### config.mk
export PLATFORM = sky130hd
export DESIGN_NAME = rmm_pipe_lanes
export DESIGN_NICKNAME = d
export VERILOG_FILES = /design/src/rtl/rmm_pipe_lanes.sv
export SDC_FILE = /design/constraint.sdc
export NUM_CORES = 1
export LEC_CHECK = 0
export ABC_AREA = 1
export BUFFER_PORTS_ARGS = -buffer_cell sky130_fd_sc_hd__buf_2
export CAP_MARGIN = 40
export CORE_ASPECT_RATIO = 1.5
export CORE_UTILIZATION = 61
export CTS_BUF_LIST = sky130_fd_sc_hd__clkbuf_4 sky130_fd_sc_hd__clkbuf_8 sky130_fd_sc_hd__clkbuf_16
export CTS_CLUSTER_SIZE = 40
export DETAILED_ROUTE_END_ITERATION = 8
export GPL_TIMING_DRIVEN = 0
export PLACE_DENSITY = 0.88
export SLEW_MARGIN = 30
export SYNTH_ARGS = -nofsm -noshare
export SYNTH_HDL_FRONTEND = slang
export SYNTH_SLANG_ARGS = --single-unit
### constraint.sdc
create_clock -name clk -period 5.75 [get_ports clk]
set_clock_uncertainty 0.15 [all_clocks]
set_input_delay 0.2875 -clock clk [delete_from_list [all_inputs] [get_ports clk]]
set_output_delay 0.2875 -clock clk [all_outputs]
set_load 0.01 [all_outputs]
### src/rtl/rmm_pipe_lanes.sv
// rmm_pipe_lanes: two-stage multi-lane pipe computing unsigned products (MUL) or
// exponent max and alignment offsets (EXP), with valid/ready on both sides.
module rmm_pipe_lanes #(
  parameter int W     = 4,
  parameter int LANES = 2
) (
  input  logic                   clk,
  input  logic                   rst,
  input  logic                   in_valid,
  output logic                   in_ready,
  input  logic                   in_mode,
  input  logic [LANES*W-1:0]     in_a,
  input  logic [LANES*W-1:0]     in_b,
  output logic                   out_valid,
  input  logic                   out_ready,
  output logic                   out_mode,
  output logic [LANES*2*W-1:0]   out_pp,
  output logic [LANES*W-1:0]     out_emax,
  output logic [LANES*W-1:0]     out_oe1,
  output logic [LANES*W-1:0]     out_oe2
);
  logic adv1, adv2;
  logic s1_valid_q, s2_valid_q, s1_mode_q, s2_mode_q;
  logic [LANES*W-1:0]   s1_a_q, s1_b_q;
  logic [LANES-1:0]     s1_ge_d, s1_ge_q;
  logic [LANES*2*W-1:0] s1_pp_d, s1_pp_q, s2_pp_d, s2_pp_q;
  logic [LANES*W-1:0]   s2_emax_d, s2_emax_q, s2_oe1_d, s2_oe1_q, s2_oe2_d, s2_oe2_q;
  assign adv2     = !s2_valid_q || out_ready;
  assign adv1     = !s1_valid_q || adv2;
  assign in_ready = adv1;
  for (genvar i = 0; i < LANES; i++) begin : g_lane
    logic [W-1:0] a, b, mx;
    assign a  = s1_a_q[i*W +: W];
    assign b  = s1_b_q[i*W +: W];
    // S1 resolves the compare and the full-width product; S2 only selects and subtracts
    assign s1_ge_d[i]                = in_a[i*W +: W] >= in_b[i*W +: W];
    assign s1_pp_d[i*2*W +: 2*W]     = (2*W)'(in_a[i*W +: W]) * (2*W)'(in_b[i*W +: W]);
    assign mx                        = s1_ge_q[i] ? a : b;
    assign s2_emax_d[i*W +: W]       = s1_mode_q ? mx : '0;
    assign s2_oe1_d[i*W +: W]        = s1_mode_q ? mx - a : '0;
    assign s2_oe2_d[i*W +: W]        = s1_mode_q ? mx - b : '0;
    assign s2_pp_d[i*2*W +: 2*W]     = s1_mode_q ? '0 : s1_pp_q[i*2*W +: 2*W];
  end
  always_ff @(posedge clk or posedge rst) begin
    if (rst) begin
      s1_valid_q <= 1'b0;
      s1_mode_q  <= 1'b0;
      s1_a_q     <= '0;
      s1_b_q     <= '0;
      s1_ge_q    <= '0;
      s1_pp_q    <= '0;
      s2_valid_q <= 1'b0;
      s2_mode_q  <= 1'b0;
      s2_pp_q    <= '0;
      s2_emax_q  <= '0;
      s2_oe1_q   <= '0;
      s2_oe2_q   <= '0;
    end else begin
      if (adv1) begin
        s1_valid_q <= in_valid;
        if (in_valid) begin
          s1_mode_q <= in_mode;
          s1_a_q    <= in_a;
          s1_b_q    <= in_b;
          s1_ge_q   <= s1_ge_d;
          s1_pp_q   <= s1_pp_d;
        end
      end
      if (adv2) begin
        s2_valid_q <= s1_valid_q;
        if (s1_valid_q) begin
          s2_mode_q <= s1_mode_q;
          s2_pp_q   <= s2_pp_d;
          s2_emax_q <= s2_emax_d;
          s2_oe1_q  <= s2_oe1_d;
          s2_oe2_q  <= s2_oe2_d;
        end
      end
    end
  end
  assign out_valid = s2_valid_q;
  assign out_mode  = s2_mode_q;
  assign out_pp    = s2_pp_q;
  assign out_emax  = s2_emax_q;
  assign out_oe1   = s2_oe1_q;
  assign out_oe2   = s2_oe2_q;
endmodule
After elaboration in Yosys (flattened, before gate mapping)
Index checks and enable logic that the tools add are counted.
Cells by class
  $add $sub $neg: 4
  multipliers: 2
  magnitude comparators: 2
  mux-type cells: 10
  reductions and logical operators: 6
Operator list (count)
  2-to-1 mux 4 bit: 8
  multiplier 4 x 4 -> 8 bit: 2
  2-to-1 mux 8 bit: 2
  subtractor 4 bit: 4
  greater-or-equal comparator 4 bit: 2
  AND reduction 2 bit: 2
  logical NOT 1 bit: 2
  logical OR 1 bit: 2
Storage, ports and cells
  flip-flop bits (word level): 78
  input bits: 21
  logic and storage cells: 36

Depth between registers and ports, before layout
  depth in word-level cells: 4
  gate-level depth with buffers: 13

Least setup slack after synthesis
No wires, ideal clock.
  kind: in2reg
  start: input port in_b[3]
  end: register s1_pp_q[6]
  setup time: 0.117 ns
  arrival time: 2.413 ns
  path slack: 3.069 ns
  stages on the path: 10
  path buffers: 0
  cells stage by stage: nand2_1 -> fa_1 -> inv_1 -> fa_1 -> fa_1 -> nand3_1 -> nand2_1 -> or2_2 -> nand3_1 -> nand2_1
On the way
  longest elaborated chain between the ends: 1
Ends and longest elaborated chain
  start: declaration: line 13  | input logic [LANES*W-1:0] in_b,
  multiplier 4 x 4 -> 8 bit: line 37  | assign s1_pp_d[i*2*W +: 2*W] = (2*W)'(in_a[i*W +: W]) * (2*W)'(in_b[i*W +: W]);
  end signal: assignment: line 66  | s1_pp_q <= s1_pp_d;
  end: declaration: line 26  | logic [LANES*2*W-1:0] s1_pp_d, s1_pp_q, s2_pp_d, s2_pp_q;
Every way passes these cells.
A chain may end at the register's enable or synchronous reset.

Worst setup path after layout
Ends and elaborated chain as after synthesis.

==> impl_metrics.json <==
{
  "status": "finished, final reports clean",
  "worstSetupPathType": "input pin to register",
  "htree_num_levels": 3,
  "wl_per_cell_um": 14.7,
  "crit_buf_inv": 2,
  "ys_ff_latch": 78,
  "dieHeight_um": 110,
  "slowest_delay_ns": 0.55,
  "async_reset_ff_frac": 1.00,
  "critPathLaunchType": "input pin",
  "powerDensity_mw_per_mm2": 359,
  "synth.most_common_cell": "nand2_1",
  "synth_top_area_share": 0.411,
  "areaGrowthSynthToFinish_pct": 16.5,
  "drtIter0Drc": 278,
  "dr.pass1.iters": 4,
  "track_usage": 0.292,
  "gp_congestion": 0.901,
  "drive_gt1_frac": 0.209,
  "synth-warning-count": 0,
  "final.min_clock_period_ns": 2.59,
  "hp-class": "input pin to register",
  "maxSlewViolCount": 0,
  "ys.flop_type": "dfrtp_1",
  "p_switching_uw": 714,
  "fp.coreArea_sq_mm": 0.00756,
  "critPathMaxFanout": 5,
  "route.detailed.drc": 0,
  "num_rows": 39,
  "arrival_ns": 2.68,
  "maxSlewHeadroom": 0.453,
  "r2r_slack_ns": 3.27,
  "min-delay-start": "in_mode",
  "busiest_layer": "met2",
  "finalSetupTns_ns": 0,
  "hpwlAfterDp_um": 8040,
  "drv_cap": 0,
  "seqPwrFrac": 0.382,
  "ir_worst_vdd_uv": 206,
  "routed_via_density": 5.37,
  "p_int_mw": 1.27,
  "grt.overflow.total": 0,
  "cts_buffer_depth": 2,
  "synthDistinctLibCells": 29,
  "path_delay_family": "adder cells",
  "diodes": 0,
  "clkSlewWorstSetupHoldPaths_ns": 0.06,
  "cts_resized": 0,
  "antenna_left": 0,
  "insertion_delay_ns": 0.35,
  "use_met1": 0.317,
  "reg2reg_from": "s1_ge_q[0]$_DFFE_PP0P_",
  "cts.sinks": 78,
  "dieWidth_um": 74.0,
  "hold_violations": 0,
  "finalCritPeriodShare": 0.451,
  "synth.avg_cell_area_sq_um": 8.69,
  "synth_area_leaders": "dfrtp_1 41%, nand2_1 14%, ha_1 14%",
  "post_cts_buffers": 0,
  "crit_chain": "buf_2 > nand2_1 > fa_1 > inv_1 > fa_1 > fa_1 > nand3_1 > nand2_1 > or2_2 > nand3_1 > nand2_1",
  "grt_pass1_wl_um": 17600,
  "nNetsFinal": 707,
  "crit_start": "in_b[3]",
  "wl_um": 10700,
  "vias": 3912,
  "worst_pin_slew_ns": 0.812,
  "grt_pass1_vias": 3861,
  "num_io_pins": 64,
  "synthesis.area_sq_mm": 0.00475,
  "p_leak_nw": 3.13,
  "cts_inserted_buffers": 9,
  "yosysSeqAreaShare": 0.411,
  "dieArea_sq_mm": 0.00814,
  "synth-edff-count": 0,
  "required_ns": 5.84,
  "met2_usage": 0.525,
  "worst_slack_ns": 3.16,
  "setup_viol": 0,
  "antenna_found_initial": 0,
  "cts_root_buf": "clkbuf_16",
  "initial_core_util": 0.627,
  "place_inst": 712,
  "pwr-share-comb": 0.335,
  "grt_max_degree": 51,
  "cts_tree": "yes",
  "io_buffers": 63,
  "swShare": 0.359,
  "final_cells": 729,
  "syn-instance-count": 546,
  "rsz0062_at_grt": "false",
  "fmax_mhz": 385,
  "synthesis.nets": 631,
  "crit_path_end_kind": "register",
  "pre_cts_slack_ns": 2.78,
  "synthTopCellsByCount": "178 x nand2_1, 78 x dfrtp_1, 71 x inv_1",
  "cp_slowest_cell": "fa_1",
  "p_clk_frac": 0.284,
  "yosysTopAreaCell": "dfrtp_1",
  "use_met3": 0.0545
}
per-layer routing:
layer / up-vias / wire, um / share of wire
met3: 39 / 385 / 0.036
met5: - / 0 / 0
li1: 1885 / - / -
met1: 1880 / 4040 / 0.38
met4: 0 / 445 / 0.041
met2: 108 / 5870 / 0.55
power by group through the flow:
| stage | registers, mW | clock network, mW | logic (mW) |
|---|---|---|---|
| floorplan | 0.793 | 0 | 0.395 |
| global placement | 0.757 | 0 | 0.616 |
| detailed placement | 0.764 | 0 | 0.648 |
| CTS | 0.758 | 0.567 | 0.668 |
| global route | 0.773 | 0.589 | 0.750 |
| finish | 0.758 | 0.564 | 0.665 |
metrics by stage:
step	cell area, sq um	hold slack (ns)	utilization	power [mW]
final	5530	0.0245	0.731	1.99
after global routing	5530	0.0277	0.731	2.11
after CTS	5530	0.0206	0.731	1.99
after detailed placement	5220	0.146	0.690	1.41
after global placement	5190	0.309	0.686	1.37
after floorplan	4750	0.247	-	1.19
repair_timing:
item / in CTS / in global routing
hold buffers: 1 / 0
hold endpoints to repair: 28 / 0
endpoints found under the setup margin: 0 / 0
placed cells by master, fill, tap and decap left out, types with 2 or more instances in the layout:
cell,count
nand4_1,3
buf_4,2
inv_1,70
o31ai_1,3
inv_2,4
or2_2,4
nand2_4,2
nand3_1,29
nand2_1,178
mux2i_1,2
o22ai_2,2
nand2b_1,2
o21bai_1,2
inv_4,2
buf_2,71
clkbuf_16,9
buf_6,5
ha_1,52
o21ai_0,44
xor2_1,4
clkinv_4,2
o21ai_2,19
dfrtp_1,78
fa_1,12
a21oi_1,12
nor2_1,2
clkinvlp_4,3
cells by family (layout without fill, tap and decap cells):
group | after synthesis | count (layout) | synth area share
AND/OR/NAND/NOR | 223 | 223 | 0.195
flip-flops | 78 | 78 | 0.411
adder cells (fa/ha/maj) | 64 | 64 | 0.188
AO/OA/AOI/OAI | 82 | 82 | 0.107
XOR/XNOR | 5 | 5 | 0.00923
multiplexers | 2 | 2 | 0.00422
buffers and inverters | 92 | 173 | 0.0849
state kept, by name, indices dropped and copies added (netlist names):
register    count
out_oe2         8
s1_b_q          8
out_mode        1
out_emax        8
out_pp         16
out_oe1         8
s1_a_q          8
s1_valid_q      1
s1_mode_q       1
out_valid       1
s1_pp_q        16
s1_ge_q         2
area by class of cell:
class	count	area, sq um
sequential	78	1950
buffer	16	115
timing repair buffer	65	353
clock buffer	9	225
multi-input combinational	376	2390
clock inverter	7	75.1
inverter	76	290
fill	536	2030
tap	102	128
worst paths after layout:
path,end,cells after the start
max,s1_pp_q[6]$_DFFE_PP0P_,11
min,s1_mode_q$_DFFE_PP0P_,3
max reg2reg,out_oe1[3]$_DFFE_PP0P_,10
min reg2reg,out_mode$_DFFE_PP0P_,2
max in group asynchronous,out_pp[4]$_DFFE_PP0P_,4
min in group asynchronous,out_oe1[3]$_DFFE_PP0P_,3
worst reg2reg max path, delay by kind of cell, from the launching register on:
kind                       cells  cell delay [ns]
adders and majority gates      1             0.32
DFF                            1             0.35
and+or+nand+nor                4             0.27
AOI/OAI and AO/OA              2             0.90
buffers and inverters          3             0.42
Note: power is estimated with default switching activity, not from simulation.
